[src/rtl/uart_pkg.sv]
// Shared UART definitions: transmitter state encoding, default baud divisor
// and 8N1 frame constants. Also intended for the future buffered receiver.
package uart_pkg;

  typedef enum logic [1:0] {
    ST_IDLE  = 2'd0,
    ST_START = 2'd1,
    ST_DATA  = 2'd2,
    ST_STOP  = 2'd3
  } tx_state_e;

  // 100 MHz system clock / 115200 baud
  localparam int DEFAULT_BAUD_DIV = 868;

  localparam int DATA_BITS = 8;
  localparam int STOP_BITS = 1;

  // Next shift-register value after the LSB has been put on the line
  function automatic logic [7:0] shift_lsb_out(input logic [7:0] b);
    return {1'b0, b[7:1]};
  endfunction

endpackage

[src/rtl/sync_byte_fifo.sv]
// Single-clock FIFO with registered occupancy count. Head word is presented
// combinationally on dout; a read with the FIFO empty, or a write with the
// FIFO full, is ignored. Full/empty are derived from the registered count.
module sync_byte_fifo #(
  parameter int DATA_W = 8,
  parameter int DEPTH  = 16,
  parameter int AW     = 4
) (
  input  logic              clk,
  input  logic              rst_n,
  input  logic              wr_en,
  input  logic [DATA_W-1:0] din,
  input  logic              rd_en,
  output logic [DATA_W-1:0] dout,
  output logic [AW:0]       count,
  output logic              full,
  output logic              empty
);

  localparam logic [AW:0] DEPTH_LEVEL = (AW+1)'(DEPTH);

  logic [DATA_W-1:0] mem_q [DEPTH];
  logic [AW-1:0]     wr_ptr_q, wr_ptr_d;
  logic [AW-1:0]     rd_ptr_q, rd_ptr_d;
  logic [AW:0]       count_q, count_d;
  logic              wr_fire;
  logic              rd_fire;

  assign full    = (count_q == DEPTH_LEVEL);
  assign empty   = (count_q == '0);
  assign count   = count_q;
  assign dout    = mem_q[rd_ptr_q];
  assign wr_fire = wr_en && !full;
  assign rd_fire = rd_en && !empty;

  // Next pointer and occupancy; simultaneous write and read keep the count
  always_comb begin
    wr_ptr_d = wr_ptr_q;
    rd_ptr_d = rd_ptr_q;
    count_d  = count_q;
    if (wr_fire) wr_ptr_d = wr_ptr_q + 1'b1;
    if (rd_fire) rd_ptr_d = rd_ptr_q + 1'b1;
    case ({wr_fire, rd_fire})
      2'b10:   count_d = count_q + 1'b1;
      2'b01:   count_d = count_q - 1'b1;
      default: count_d = count_q;
    endcase
  end

  // Pointer and count registers, cleared by reset
  always_ff @(posedge clk or negedge rst_n) begin
    if (!rst_n) begin
      wr_ptr_q <= '0;
      rd_ptr_q <= '0;
      count_q  <= '0;
    end else begin
      wr_ptr_q <= wr_ptr_d;
      rd_ptr_q <= rd_ptr_d;
      count_q  <= count_d;
    end
  end

  // Storage array; contents are meaningless until written, so no reset
  always_ff @(posedge clk) begin
    if (wr_fire) mem_q[wr_ptr_q] <= din;
  end

endmodule

[src/rtl/uart_tx_buffered.sv]
// Buffered 8N1 transmitter. Bytes written by the CPU port decode are queued
// in a FIFO; the frame FSM pops the head whenever it is idle or finishing a
// stop bit, so queued bytes go out back-to-back with no idle gap. The baud
// counter restarts at every pop, keeping each frame phase-locked to its pop.
module uart_tx_buffered
  import uart_pkg::*;
#(
  parameter int BAUD_DIV   = DEFAULT_BAUD_DIV,
  parameter int FIFO_DEPTH = 16,
  parameter int FIFO_AW    = 4
) (
  input  logic       clk,
  input  logic       reset,
  input  logic [7:0] tx_data_in,
  input  logic       write_tx_data,
  output logic       tx_buffer_full,
  output logic       tx_buffer_half_full,
  output logic       tx_busy,
  output logic       tx_overflow,
  output logic       rs232_tx
);

  localparam int                BAUD_W        = $clog2(BAUD_DIV);
  localparam logic [BAUD_W-1:0] BAUD_LAST     = BAUD_W'(BAUD_DIV - 1);
  localparam logic [2:0]        LAST_DATA_BIT = 3'(DATA_BITS - 1);
  localparam logic [2:0]        LAST_STOP_BIT = 3'(STOP_BITS - 1);
  localparam logic [FIFO_AW:0]  HALF_LEVEL    = (FIFO_AW+1)'(FIFO_DEPTH / 2);

  tx_state_e         state_q, state_d;
  logic [BAUD_W-1:0] baud_cnt_q, baud_cnt_d;
  logic [2:0]        bit_cnt_q, bit_cnt_d;
  logic [7:0]        shreg_q, shreg_d;
  logic              tx_q, tx_d;
  logic              ovf_q, ovf_d;

  logic [7:0]        fifo_dout;
  logic [FIFO_AW:0]  fifo_count;
  logic              fifo_full;
  logic              fifo_empty;
  logic              fifo_pop;
  logic              baud_end;

  sync_byte_fifo #(
    .DATA_W (8),
    .DEPTH  (FIFO_DEPTH),
    .AW     (FIFO_AW)
  ) u_fifo (
    .clk   (clk),
    .rst_n (reset),
    .wr_en (write_tx_data),
    .din   (tx_data_in),
    .rd_en (fifo_pop),
    .dout  (fifo_dout),
    .count (fifo_count),
    .full  (fifo_full),
    .empty (fifo_empty)
  );

  assign baud_end            = (baud_cnt_q == BAUD_LAST);
  assign tx_buffer_full      = fifo_full;
  assign tx_buffer_half_full = (fifo_count >= HALF_LEVEL);
  assign tx_busy             = (state_q != ST_IDLE) || !fifo_empty;
  assign tx_overflow         = ovf_q;
  assign rs232_tx            = tx_q;

  // Frame sequencing: next state, baud/bit counters, shift data and line level
  always_comb begin
    state_d    = state_q;
    baud_cnt_d = baud_cnt_q;
    bit_cnt_d  = bit_cnt_q;
    shreg_d    = shreg_q;
    tx_d       = tx_q;
    fifo_pop   = 1'b0;
    // A write is dropped only against the registered full flag, so a pop on
    // the same edge does not rescue it.
    ovf_d      = write_tx_data && fifo_full;

    case (state_q)
      ST_IDLE: begin
        tx_d = 1'b1;
        if (!fifo_empty) begin
          fifo_pop   = 1'b1;
          shreg_d    = fifo_dout;
          tx_d       = 1'b0;
          baud_cnt_d = '0;
          state_d    = ST_START;
        end
      end

      ST_START: begin
        if (baud_end) begin
          baud_cnt_d = '0;
          bit_cnt_d  = '0;
          tx_d       = shreg_q[0];
          shreg_d    = shift_lsb_out(shreg_q);
          state_d    = ST_DATA;
        end else begin
          baud_cnt_d = baud_cnt_q + 1'b1;
        end
      end

      ST_DATA: begin
        if (baud_end) begin
          baud_cnt_d = '0;
          if (bit_cnt_q == LAST_DATA_BIT) begin
            bit_cnt_d = '0;
            tx_d      = 1'b1;
            state_d   = ST_STOP;
          end else begin
            bit_cnt_d = bit_cnt_q + 1'b1;
            tx_d      = shreg_q[0];
            shreg_d   = shift_lsb_out(shreg_q);
          end
        end else begin
          baud_cnt_d = baud_cnt_q + 1'b1;
        end
      end

      ST_STOP: begin
        if (baud_end) begin
          baud_cnt_d = '0;
          if (bit_cnt_q != LAST_STOP_BIT) begin
            bit_cnt_d = bit_cnt_q + 1'b1;
          end else if (!fifo_empty) begin
            // Back-to-back: the next start bit begins on this same edge
            fifo_pop  = 1'b1;
            shreg_d   = fifo_dout;
            bit_cnt_d = '0;
            tx_d      = 1'b0;
            state_d   = ST_START;
          end else begin
            bit_cnt_d = '0;
            state_d   = ST_IDLE;
          end
        end else begin
          baud_cnt_d = baud_cnt_q + 1'b1;
        end
      end

      default: begin
        tx_d    = 1'b1;
        state_d = ST_IDLE;
      end
    endcase
  end

  // Control registers; reset forces the line high and aborts any frame
  always_ff @(posedge clk or negedge reset) begin
    if (!reset) begin
      state_q    <= ST_IDLE;
      baud_cnt_q <= '0;
      bit_cnt_q  <= '0;
      tx_q       <= 1'b1;
      ovf_q      <= 1'b0;
    end else begin
      state_q    <= state_d;
      baud_cnt_q <= baud_cnt_d;
      bit_cnt_q  <= bit_cnt_d;
      tx_q       <= tx_d;
      ovf_q      <= ovf_d;
    end
  end

  // Shift register is pure data, reloaded on every pop
  always_ff @(posedge clk) begin
    shreg_q <= shreg_d;
  end

endmodule

[config.mk]
export PLATFORM = sky130hd
export DESIGN_NAME = uart_tx_buffered
export DESIGN_NICKNAME = d
export VERILOG_FILES = /design/src/rtl/uart_pkg.sv /design/src/rtl/sync_byte_fifo.sv /design/src/rtl/uart_tx_buffered.sv
export SDC_FILE = /design/constraint.sdc
export NUM_CORES = 1
export LEC_CHECK = 0
export BUFFER_PORTS_ARGS = -buffer_cell sky130_fd_sc_hd__buf_2
export CAP_MARGIN = 20
export CORE_ASPECT_RATIO = 1.25
export CORE_MARGIN = 4
export CORE_UTILIZATION = 55
export DETAILED_ROUTE_END_ITERATION = 8
export PLACE_DENSITY = 0.83
export SETUP_SLACK_MARGIN = 0.2
export SYNTH_ARGS = -nofsm -noshare
export SYNTH_HDL_FRONTEND = slang
export SYNTH_SLANG_ARGS = --single-unit
[constraint.sdc]
create_clock -name clk -period 4.2 [get_ports clk]
set_input_delay 0.42 -clock clk [delete_from_list [all_inputs] [get_ports clk]]
set_output_delay 0.42 -clock clk [all_outputs]
set_load 0.02 [all_outputs]
# Word level (Yosys, flattened, before mapping)
# Memories as Yosys holds them, arrays and structs flattened.
# Index checks and enable logic that the tools add are counted.
[word_totals]
wordCells = 89
register_bits = 38
output_inout_bits = 5
n_memories = 1
ramBits = 128
inputBits = 11
[classes]
muxes = 39
n_eq_ne = 16
order_cmp = 1
n_addsub = 6
reduce_logical = 17
[mem_list]
columns = ["name", "words", "width", "read_ports", "rd_clocked_by_memory_dff", "wr", "line_no", "text"]
rows = [
  ["u_fifo.mem_q", 16, 8, 1, 0, 1, "sync_byte_fifo.sv:22", "logic [DATA_W-1:0] mem_q [DEPTH];"],
]
[ops]
columns = ["cell", "n"]
rows = [
  ["$mux 8", 6],
  ["$pmux 8 s4", 1],
  ["$mux 10", 2],
  ["$pmux 10 s2", 1],
  ["$ne 2x2->1 const B", 8],
  ["$mux 3", 5],
  ["$mux 1", 13],
  ["$mux 2", 6],
  ["$add 10x1->10 const B", 1],
  ["$eq 10x10->1 const B", 1],
  ["$pmux 5 s2", 1],
  ["$reduce_and 5->1", 2],
  ["$pmux 3 s3", 1],
  ["$add 4x1->4 const B", 2],
  ["$pmux 2 s4", 1],
  ["$eq 2x2->1 const B", 3],
  ["$reduce_and 6->1", 1],
  ["$reduce_bool 3->1", 2],
  ["$add 5x1->5 const B", 1],
  ["$eq 5x5->1 const B", 1],
  ["$ge 5x4->1 const B", 1],
  ["$logic_not 5->1", 1],
  ["$sub 5x1->5 const B", 1],
  ["$eq 2x1->1 const B", 2],
  ["other kinds (11)", 15],
]

# Longest topological paths before layout
# Gate-level depths: netlist of run 1.
[depth]
ltp_word = 8
mapped_depth = 13
mapped_depth_nobuf = 13

# Cells and area by module
# Synthesis of run 1 repeated with hierarchy kept, for this count alone.
[hier_totals]
hier_cells = 471
hier_area_um2 = 7209.4
[modules_own_cells]
columns = ["module", "seq_area_each_um2", "area_per_inst_um2", "instances", "cells_per_inst"]
rows = [
  ["sync_byte_fifo", 4169.0, 5779.3, 1, 332],
  ["uart_tx_buffered", 666.9, 1430.1, 1, 139],
]

# Least setup slack after synthesis of run 1
# OpenSTA, ideal clock, no wires.
[synth_path]
path_type = "register to register"
start = "register state_q[0]"
end = "register u_fifo.count_q[4], in the netlist u_fifo.count[4]"
path_stages_with_launch = 14
period_less_slack_ps = 3280
arrival_ps = 3157
t_required_ps = 4077
slack_ps = 920
cell_sequence = "dfrtp_1 > inv_1 > ha_1 > clkbuf_1 > a21oi_1 > o21a_2 > ha_1 > inv_1 > fa_1 > nor2b_1 > o21ai_0 > nand3_1 > or3b_2 > xnor2_1"
[synth_via]
elab_chain_len = 5
[synth_rtl]
columns = ["element", "line_no", "text"]
rows = [
  ["start: declaration", "uart_tx_buffered.sv:29", "tx_state_e state_q, state_d;"],
  ["start signal: assignment", "uart_tx_buffered.sv:156", "state_q <= state_d;"],
  ["$eq 2x2->1 / $logic_not 2->1 (equally long branches)", "uart_tx_buffered.sv:78", "case (state_q)"],
  ["$pmux 1 s2 (*)", "uart_tx_buffered.sv:78", ""],
  ["$logic_and 1x1->1 (*)", "sync_byte_fifo.sv:34", "assign rd_fire = rd_en && !empty;"],
  ["net u_fifo.rd_fire", "sync_byte_fifo.sv:27", "logic rd_fire;"],
  ["$eq 2x1->1 / $eq 2x2->1 (equally long branches)", "sync_byte_fifo.sv:43", "case ({wr_fire, rd_fire})"],
  ["$pmux 5 s2 / $reduce_bool 2->1 (equally long branches)", "n/a", ""],
  ["end signal: assignment", "sync_byte_fifo.sv:59", "count_q <= count_d;"],
  ["end: declaration", "sync_byte_fifo.sv:25", "logic [AW:0] count_q, count_d;"],
]
# Mark *: on every way through the listed nets, which the timed path passes. The rest lies on a longest branch.
# A chain may end at the register's enable or synchronous reset.

# Worst setup path in the final report of run 1
[layout_path]
start = "register baud_cnt_q[0]"
end = "register u_fifo.count_q[4], in the netlist u_fifo.count[4]"
[layout_via]
elab_chain_len = 6
[layout_rtl]
columns = ["element", "line_no", "text"]
rows = [
  ["start: declaration", "uart_tx_buffered.sv:30", "logic [BAUD_W-1:0] baud_cnt_q, baud_cnt_d;"],
  ["start signal: assignment", "uart_tx_buffered.sv:157", "baud_cnt_q <= baud_cnt_d;"],
  ["$eq 10x10->1 (*)", "uart_tx_buffered.sv:59", "assign baud_end = (baud_cnt_q == BAUD_LAST);"],
  ["$mux 1 (*)", "uart_tx_buffered.sv:120", "if (baud_end) begin"],
  ["$pmux 1 s2 (*)", "uart_tx_buffered.sv:78", ""],
  ["$logic_and 1x1->1 (*)", "sync_byte_fifo.sv:34", ""],
  ["net u_fifo.rd_fire", "sync_byte_fifo.sv:27", ""],
  ["$eq 2x1->1 / $eq 2x2->1 (equally long branches)", "sync_byte_fifo.sv:43", ""],
  ["$pmux 5 s2 / $reduce_bool 2->1 (equally long branches)", "n/a", ""],
]
# Marks and branches as above.

==> results of run 1 <==
[per-layer routing]
layer  vias to the layer above  track usage (%)
met5                         -                0
met4                         0             9.15
met3                        30             3.87
met2                       141             35.2
met1                      1997             26.7
li1                       1753                -
[state kept, by name (all words and copies together) (netlist names)]
register,flops
u_fifo.rd_ptr_q,4
shreg_q,8
baud_cnt_q,10
tx_overflow,1
u_fifo.count,5
rs232_tx,1
u_fifo.wr_ptr_q,4
bit_cnt_q,3
u_fifo.mem_q,128
state_q,2
[worst register-to-register path, cell delays in order (launching register included)]
cell and delay [ns]:
dfrtp_1 0.40, ha_1 0.22, or4b_4 0.52, nor4_2 0.28
o21a_2 0.24, ha_1 0.25, inv_1 0.10, fa_1 0.41
nor2b_1 0.13, o21ai_0 0.12, nand3_1 0.12, or3b_2 0.46
xnor2_1 0.14
[per-stage QoR]
step	utilization, %	cells	setup WS [ns]
2_1_floorplan	-	444	0.920
3_3_place_gp	58.1	617	0.873
3_5_place_dp	58.1	617	0.708
4_1_cts	62.6	646	0.675
5_1_grt	62.6	647	0.494
6_report	62.6	647	0.714
[layout make-up]
cell class	count	area (um^2)
flip-flops and latches	166	4840
fillers	907	4730
multi-input cells	243	2100
clock buffers	19	433
well taps	168	210
repair buffers	25	160
clock inverters	10	133
inverters	16	60.1
[power by group through the flow]
stage                     clock, mW  combinational (mW)  sequential, mW
after global placement            0                1.60            2.39
after floorplan                   0                1.35            2.25
after detailed placement          0                1.66            2.41
final                          1.51                1.69            2.39
after global routing           1.62                1.85            2.42
after CTS                      1.52                1.69            2.39
[kinds of logic after synthesis]
group,Yosys count,synth area share [%]
flip-flops,166,68.3
AND/OR/NAND/NOR,108,7.75
multiplexers,39,10.9
XOR/XNOR,11,1.47
AO/OA/AOI/OAI,67,6.23
buffers and inverters,35,2.12
adder cells (fa/ha/maj),18,3.29
[cells in the final DEF (no fill, tap or decap), types with 3 or more instances in the layout]
cell type / netlist / layout
and2_1: 8 / 8
mux2i_1: 5 / 5
edfxtp_1: 136 / 136
o21ai_1: 3 / 3
a211oi_1: 7 / 7
o21ai_0: 16 / 16
nand2_1: 39 / 39
o31ai_1: 4 / 4
clkbuf_16: 0 / 17
nor2b_1: 4 / 4
a31oi_1: 15 / 15
nor3_1: 5 / 5
nand4_1: 3 / 3
dfrtp_1: 29 / 28
nor2_1: 23 / 23
buf_2: 3 / 16
a21oi_1: 8 / 8
nand2b_1: 3 / 3
and3_1: 4 / 4
inv_1: 15 / 15
mux4_2: 30 / 30
buf_4: 2 / 8
nand3_1: 8 / 8
a22o_1: 8 / 8
bufinv_16: 0 / 3
ha_1: 17 / 17
xnor2_1: 7 / 7
xor2_1: 3 / 3
[path summary, 6_finish.rpt]
| check | depth (start not counted) | start | slack [ns] | to |
|---|---|---|---|---|
| min in group clk | 2 | write_tx_data | 0.26 | tx_overflow |
| hold / removal | 1 | reset | 0.04 | u_fifo.count[4] |
| max in group asynchronous | 1 | reset | 3.68 | u_fifo.rd_ptr_q[2] |
| hold reg to reg | 1 | baud_cnt_q[9] | 0.49 | baud_cnt_q[9] |
| setup / recovery | 12 | baud_cnt_q[0] | 0.71 | u_fifo.count[4] |
| setup reg to reg | 12 | baud_cnt_q[0] | 0.71 | u_fifo.count[4] |
==> run summary, run 1 <==
Status -> complete, no violations
Synthesized area -> 7080 um^2
DRT Wirelength -> 14,000 um
Max Transition Viols Final -> 0
P&R area growth vs syn -> 12.0%
PortBufs -> 15
Cell with the most instances after synthesis -> edfxtp_1
FP Rows -> 46
Detailed placer's ending HPWL -> 8700 um
Critical path class -> flip-flop to flip-flop
Final setup violation count -> 0
Vias -> 3,921
CTS tree -> built
Sw frac -> 32.1%
Largest cells by area after synthesis -> edfxtp_1 58%, dfrtp_1 10%, mux4_2 9.5%
Cell variety after synth -> 49
Tmin final -> 3.49 ns
Max rail drop VDD -> 0.379 mV
Max layer used -> met4
Arr. time, crit path -> 3.79 ns
Critical path peak fanout -> 6
Number of clock sinks -> 166
Static leakage -> 2.80 nW
Cts hold-fix bufs -> 0
Clock share of power -> 27.1%
Cells after Synth -> 444
Ports -> 16
Transition at the pin with the smallest max-transition slack -> 0.949 ns
Met3 wire len -> 717 um
Layout cells sized above 1 -> 20.5%
Routed Antenna Nets -> 0
Largest net degree at the start of global routing -> 31
Worst EP required -> 4.50 ns
Worst Hold Class -> primary input to asynchronous set/reset pin
Bufs and invs on worst path -> 1
Post-CTS setup buffer count -> 0
CP delay by family, top -> simple AND/OR/NAND/NOR gates
Seq pwr share -> 42.7%
P_sw -> 1.79 mW
Final hold violation count -> 0
Worst Skew -> 0.0125 ns
Fin Hold WS -> 0.0398 ns
Synth warn -> 0
Placed Area -> 7360 um^2
Clk_lat worst skew -> 0.42 ns
CP Capture Type -> flip-flop
Most frequent CP cell -> ha_1
Die X -> 110 um
Crit share post-route -> 83.0%
Highest clock rate -> 0.287 GHz
Share of Yosys cell area claimed by the top area cell type -> 57.6%
Post-cts resize count -> 0
Cell Pwr Density -> 704 nW/um^2
Initial antenna violation count -> 0
Post-synth top area cell -> edfxtp_1
Comb pwr share -> 30.2%
Commonest cells post-synth -> 136 x edfxtp_1, 39 x nand2_1, 30 x mux4_2
Post-route cell area -> 7930 um^2
Rel. slew slack -> 36.7%
Met2 WL post-DR -> 7630 um
Bufs on Longest Clock Path -> 2
CTS buffer count -> 17
CP Launch Type -> flip-flop
Vias/cell -> 6.06
GRT overflow -> 0
Detailed-route DRC error count -> 0
# diodes -> 0
Detailed Route Iter0 Violations -> 507
Layout Nets -> 498
CTS root buf -> clkbuf_16
Die height -> 135 um
CP Cell Sequence -> ha_1 > or4b_4 > nor4_2 > o21a_2 > ha_1 > inv_1 > fa_1 > nor2b_1 > o21ai_0 > nand3_1 > or3b_2 > xnor2_1
Drt first pass iters -> 5
Gp weighted congestion -> 0.880
#FFs+latches synth -> 166
First-pass GRT wire length -> 22,800 um
Syn nets -> 473
Htree depth -> 4
Wl on met1 -> 5280 um
WL per Instance -> 21.7 um
Core area -> 12,700 um^2
CTS clk-pin slew, worst paths -> 0.06 ns
Final setup TNS -> 0 ns
RSZ-0062 raised after global routing -> false
Vias in the first global route -> 4,122
Die ar. -> 14,800 um^2
MaxCap Viol Count -> 0
Sequential fraction of the synthesis area -> 68.3%
Pint -> 3.79 mW
Ys async rst share -> 18.1%
Synth Flop Type -> edfxtp_1
Syn Area/Cell -> 16.0 um^2
Gr usage total -> 21.0%
Slowest CP cell -> or4b_4
Number of flops mapped to enable cells by yosys -> 136
Pwr Total -> 5.58 mW
Crit-path max cell delay -> 0.51 ns
Initial Util -> 55.9%
(Power assumes the default switching activity.)
==> run 2, diff against run 1 <==
==> constraint.sdc (replaced) <==
create_clock -name clk -period 3.4 [get_ports clk]
set_input_delay 0.34 -clock clk [delete_from_list [all_inputs] [get_ports clk]]
set_output_delay 0.34 -clock clk [all_outputs]
set_load 0.02 [all_outputs]
==> run 2 against run 1 <==
Utilization rose by 1.7 points. First-iteration DRC count decreased by 20%. Via count grew 3.0%. Clock skew fell by 0.0045 ns. Maximum frequency grew 14%. Hold slack gained 0.13 ns. Non-clock buffer count rose by 15. Largest power group unchanged. Highest routed layer unchanged.
==> run summary, run 2 (synthesis gave the netlist of run 1 again) <==
Largest register by flop count -> u_fifo.mem_q (unchanged)
Clk_lat worst skew -> 0.42 ns (about the same)
Initial Util -> 55.9% (unchanged)
CTS root buf -> clkbuf_16 (unchanged)
DP Cell Count -> 622 (was 617)
Vias -> 4,040 (was 3,921)
Non-Filler Instances -> 665 (was 647)
Pwr Total -> 7.22 mW (was 5.58 mW)
CTS buffer count -> 17 (unchanged)
Static leakage -> 2.91 nW (was 2.80 nW)
Detailed placer's ending HPWL -> 9080 um (was 8700 um)
Detailed-route DRC error count -> 0 (unchanged)
Cell Pwr Density -> 886 nW/um^2 (was 704 nW/um^2)
Drt first pass iters -> 5 (unchanged)
MaxCap Viol Count -> 0 (unchanged)
Most common cell after layout, fill and taps aside -> edfxtp_1 (unchanged)
Die height -> 135 um (unchanged)
Vias/cell -> 6.08 (was 6.06)
Gr usage total -> 21.1% (was 21.0%)
First-pass GRT wire length -> 22,600 um (was 22,800 um)
Commonest cells after routing, fill and taps aside -> 136 x edfxtp_1, 39 x nand2_1, 30 x mux4_2 (unchanged)
Worst Skew -> 0.00798 ns (was 0.0125 ns)
FP Rows -> 46 (unchanged)
Gp weighted congestion -> 0.773 (was 0.880)
Max rail drop VDD -> 0.556 mV (was 0.379 mV)
Ports -> 16 (unchanged)
Number of clock sinks -> 166 (unchanged)
Crit share post-route -> 90.2% (was 83.0%)
DRT Wirelength -> 14,200 um (was 14,000 um)
Die X -> 110 um (unchanged)
Rel. slew slack -> 46.1% (was 36.7%)
# diodes -> 0 (unchanged)
CP Capture Type -> flip-flop (unchanged)
Transition at the pin with the smallest max-transition slack -> 0.806 ns (was 0.949 ns)
Worst EP required -> 3.70 ns (was 4.50 ns)
WL per Instance -> 21.4 um (was 21.7 um)
Register Area -> 4840 um^2 (unchanged)
Final hold violation count -> 0 (unchanged)
Worst Hold Class -> primary input to flip-flop (was primary input to asynchronous set/reset pin)
Bufs on Longest Clock Path -> 2 (unchanged)
Routed Antenna Nets -> 0 (unchanged)
Core area -> 12,700 um^2 (unchanged)
Status -> complete, no violations (unchanged)
Max reg flops -> 128 (unchanged)
Arr. time, crit path -> 3.37 ns (was 3.79 ns)
Critical path class -> flip-flop to flip-flop (unchanged)
Htree depth -> 4 (unchanged)
Die ar. -> 14,800 um^2 (unchanged)
Vias in the first global route -> 4,082 (was 4,122)
Layout Nets -> 513 (was 498)
PortBufs -> 15 (unchanged)
RSZ-0062 raised after global routing -> false (unchanged)
Max Transition Viols Final -> 0 (unchanged)
P&R area growth vs syn -> 15.1% (was 12.0%)
Fillers -> 822 (was 907)
Final setup violation count -> 0 (unchanged)
Initial antenna violation count -> 0 (unchanged)
Top flop regs -> u_fifo.mem_q (128), baud_cnt_q (10), shreg_q (8) (unchanged)
Layout cells sized above 1 -> 24.5% (was 20.5%)
Detailed Route Iter0 Violations -> 407 (was 507)
Multi-input logic area -> 2140 um^2 (was 2100 um^2)
CP Launch Type -> flip-flop (unchanged)
Highest clock rate -> 0.326 GHz (was 0.287 GHz)
Largest net degree at the start of global routing -> 31 (unchanged)
Tmin final -> 3.07 ns (was 3.49 ns)
GRT overflow -> 0 (unchanged)
Critical path peak fanout -> 4 (was 6)
CTS tree -> built (unchanged)
CTS clk-pin slew, worst paths -> 0.07 ns (was 0.06 ns)
-- run 2: worst paths after layout --
| path | startpoint | endpoint | slack [ns] | depth (start not counted) |
|---|---|---|---|---|
| setup / recovery | baud_cnt_q[1] | u_fifo.count[4] | 0.33 | 12 |
| hold / removal | write_tx_data | tx_overflow | 0.17 | 2 |
| setup reg to reg | baud_cnt_q[1] | u_fifo.count[4] | 0.33 | 12 |
| hold reg to reg | baud_cnt_q[9] | baud_cnt_q[9] | 0.49 | 1 |
| max in group asynchronous | reset | u_fifo.rd_ptr_q[2] | 2.41 | 2 |
| min in group asynchronous | reset | tx_overflow | 0.49 | 2 |
-- run 2: final cells by class --
type	count	share of cell area, %
clock buffer	17	5.22
clock inverter	15	2.46
inverter	16	0.737
multi-input combinational	243	26.3
sequential	166	59.3
tap	168	2.58
timing repair buffer	40	3.38
-- run 2: timing repair --
action | CTS | global route
endpoints found under the hold margin | 29 | 0
setup buffers | 2 | 8
hold buffers | 1 | 0
resized for setup | 3 | 7
gates cloned | 0 | 0
pin swaps | 1 | 5
setup endpoints to repair | 1 | 1
-- run 2: per-stage QoR --
stage	setup slack, ns	util (%)	cell area (um^2)	setup TNS (ns)	hold slack (ns)
3_5_place_dp	-0.0299	58.4	7400	-0.0299	0.429
6_report	0.333	64.4	8150	0	0.173
2_1_floorplan	0.279	-	7090	0	0.0444
5_1_grt	0.168	64.4	8150	0	0.182
3_3_place_gp	0.150	58.4	7390	0	0.410
4_1_cts	0.202	63.7	8060	0	0.161
-- run 2: worst max-delay path: stages (launching register included) --
cell and delay, ns:
dfrtp_1 0.40, ha_4 0.15, or4b_4 0.48, nor4_4 0.32, o21a_2 0.19, ha_4 0.16, inv_2 0.05, fa_2 0.36
nor2b_1 0.13, o21ai_1 0.10, nand3_1 0.09, or3b_4 0.38, xnor2_1 0.13
-- run 2: metal layers --
metal | vias up | GRT usage, % | wire, um
li1 | 1792 | - | -
met1 | 2038 | 26.4 | 5280
met2 | 182 | 36.0 | 7670
met3 | 28 | 3.87 | 863
met4 | 0 | 8.80 | 391
met5 | - | 0 | 0
-- run 2: report_power, final --
part / internal (mW) / switching (mW)
clock: 1.23 / 0.778
combinational: 1.06 / 1.26
sequential: 2.61 / 0.288
total: 4.90 / 2.32
==> run 3, diff against run 2 <==
--- a/config.mk
+++ b/config.mk
@@ -11,7 +11,7 @@
 export CORE_MARGIN = 4
 export CORE_UTILIZATION = 55
 export DETAILED_ROUTE_END_ITERATION = 8
-export PLACE_DENSITY = 0.83
+export PLACE_DENSITY = 0.8
 export SETUP_SLACK_MARGIN = 0.2
 export SYNTH_ARGS = -nofsm -noshare
 export SYNTH_HDL_FRONTEND = slang
==> run 3 against run 2 <==
Critical path depth stayed put. Clock power is 4% higher. Non-clock buffer count is 3 lower. Utilization hardly changed. Die area stayed put. Design area hardly changed. Maximum frequency is 1.9% higher. Combinational power is 3% lower. Via count is 2.1% lower.
==> run summary, run 3 (synthesis gave the netlist of run 1 again) <==
GRT overflow -> 0 (unchanged)
Critical path class -> flip-flop to flip-flop (unchanged)
Hold endpoint -> tx_overflow (unchanged)
Reg2reg path depth -> 12 (unchanged)
Transition at the pin with the smallest max-transition slack -> 0.997 ns (was 0.806 ns)
Crit share post-route -> 88.5% (was 90.2%)
Vias in the first global route -> 4,147 (was 4,082)
Gr usage total -> 21.2% (was 21.1%)
CTS root buf -> clkbuf_16 (unchanged)
CTS clk-pin slew, worst paths -> 0.07 ns (about the same)
Final setup violation count -> 0 (unchanged)
HP Start -> write_tx_data (unchanged)
Drt first pass iters -> 4 (was 5)
Tmin final -> 3.01 ns (was 3.07 ns)
CP Launch Type -> flip-flop (unchanged)
Detailed-route DRC error count -> 0 (unchanged)
Top flop regs -> u_fifo.mem_q (128), baud_cnt_q (10), shreg_q (8) (unchanged)
Cell Pwr Density -> 892 nW/um^2 (was 886 nW/um^2)
RSZ-0062 raised after global routing -> false (unchanged)
Max Transition Viols Final -> 0 (unchanged)
Htree depth -> 4 (unchanged)
Status -> complete, no violations (unchanged)
Initial antenna violation count -> 0 (unchanged)
FP Rows -> 46 (unchanged)
Register Area -> 4840 um^2 (unchanged)
CP Capture Type -> flip-flop (unchanged)
Rel. slew slack -> 33.3% (was 46.1%)
Die X -> 110 um (unchanged)
Most common cell after layout, fill and taps aside -> edfxtp_1 (unchanged)
Largest net degree at the start of global routing -> 31 (unchanged)
Vias/cell -> 5.98 (was 6.08)
CTS buffer count -> 17 (unchanged)
Max rail drop VDD -> 0.596 mV (was 0.556 mV)
Number of clock sinks -> 166 (unchanged)
PortBufs -> 15 (unchanged)
Detailed Route Iter0 Violations -> 300 (was 407)
Final setup TNS -> 0 ns (unchanged)
Critical path peak fanout -> 4 (unchanged)
Worst Hold Class -> primary input to flip-flop (unchanged)
Commonest cells after routing, fill and taps aside -> 136 x edfxtp_1, 39 x nand2_1, 30 x mux4_2 (unchanged)
Ports -> 16 (unchanged)
# diodes -> 0 (unchanged)
Die ar. -> 14,800 um^2 (unchanged)
P&R area growth vs syn -> 15.0% (was 15.1%)
First-pass GRT wire length -> 22,700 um (was 22,600 um)
Vias -> 3,956 (was 4,040)
Highest clock rate -> 0.332 GHz (was 0.326 GHz)
Routed Antenna Nets -> 0 (unchanged)
Fin Hold WS -> 0.188 ns (was 0.173 ns)
Largest register by flop count -> u_fifo.mem_q (unchanged)
Gp weighted congestion -> 0.767 (was 0.773)
Die height -> 135 um (unchanged)
Max reg flops -> 128 (unchanged)
Core area -> 12,700 um^2 (unchanged)
R2r startpoint -> baud_cnt_q[0] (was baud_cnt_q[1])
Final hold violation count -> 0 (unchanged)
DRT Wirelength -> 14,500 um (was 14,200 um)
R2r endpoint -> u_fifo.count[4] (unchanged)
Worst Skew -> 0.00664 ns (was 0.00798 ns)
Static leakage -> 2.92 nW (was 2.91 nW)
Multi-input logic area -> 2150 um^2 (was 2140 um^2)
Post-layout util -> 64.4% (about the same)
WL per Instance -> 21.9 um (was 21.4 um)
Layout cells sized above 1 -> 24.5% (about the same)
Initial Util -> 55.9% (unchanged)
Fillers -> 877 (was 822)
Layout Nets -> 510 (was 513)
Pwr Total -> 7.27 mW (was 7.22 mW)
MaxCap Viol Count -> 0 (unchanged)
Detailed placer's ending HPWL -> 9340 um (was 9080 um)
CTS tree -> built (unchanged)
Setup slack, reg-to-reg -> 0.39 ns (was 0.33 ns)
Clk_lat worst skew -> 0.42 ns (about the same)
Arr. time, crit path -> 3.31 ns (was 3.37 ns)
Hold path cells -> 2 (unchanged)
Worst EP required -> 3.70 ns (about the same)
Bufs on Longest Clock Path -> 2 (unchanged)
## run 3: cell count changes in the layout (fill, tap and decap cells not counted), moves of 2 or more
cell | previous run | this run
clkinv_1 | 3 | 0
clkinv_4 | 2 | 0
inv_8 | 1 | 4
inv_6 | 2 | 6
clkinvlp_4 | 3 | 1
## run 3: power breakdown
group / internal (mW) / switching [mW]
sequential: 2.61 / 0.327
combinational: 1.02 / 1.21
clock: 1.26 / 0.834
## run 3: what timing repair did
item,4_1_cts,5_1_grt
pin swaps,1,1
setup endpoints to repair,1,1
gates cloned,0,0
gates resized for setup,6,2
hold buffers,1,0
endpoints found under the hold margin,29,0
buffers inserted,3,2
## run 3: per-layer routing
metal | GRT usage (%) | routed length [um] | up-vias
li1 | - | - | 1790
met1 | 25.9 | 5610 | 2020
met2 | 37.1 | 7870 | 118
met3 | 4.30 | 652 | 28
met4 | 7.62 | 361 | 0
met5 | 0 | 0 | -
## run 3: layout make-up
cell class	instances	share of cell area, %
Clock buffer	17	5.22
Sequential cell	166	59.4
Timing Repair Buffer	37	2.98
Tap cell	168	2.58
Clock inverter	15	2.76
Inverter	16	0.737
Multi-Input combinational cell	243	26.4
## run 3: worst max path at each step
stage                  startpoint               to  slack (ns)  cells after the start
floorplan           baud_cnt_q[0]  u_fifo.count[4]        0.28                     12
global placement    baud_cnt_q[0]  u_fifo.count[4]        0.18                     12
detailed placement  baud_cnt_q[0]  u_fifo.count[4]        0.04                     12
CTS                 baud_cnt_q[0]  u_fifo.count[4]        0.23                     12
global route        baud_cnt_q[0]  u_fifo.count[4]        0.28                     12
finish              baud_cnt_q[0]  u_fifo.count[4]        0.39                     12
## run 3: stage by stage
step	instances	area, um^2	worst slack [ns]
after CTS	660	8120	0.226
final	662	8150	0.391
after floorplan	444	7090	0.279
after global routing	662	8150	0.279
after global placement	624	7400	0.184
after detailed placement	624	7400	0.0358
## run 3: worst max-delay path, cell delays in order (launching register included)
cell	delay [ns]
dfrtp_1	0.40
ha_4	0.16
or4b_4	0.48
nor4_4	0.22
o21a_2	0.19
ha_4	0.16
inv_1	0.07
fa_2	0.36
nor2b_1	0.12
o21ai_0	0.11
nand3_1	0.10
or3b_4	0.39
xnor2_2	0.14
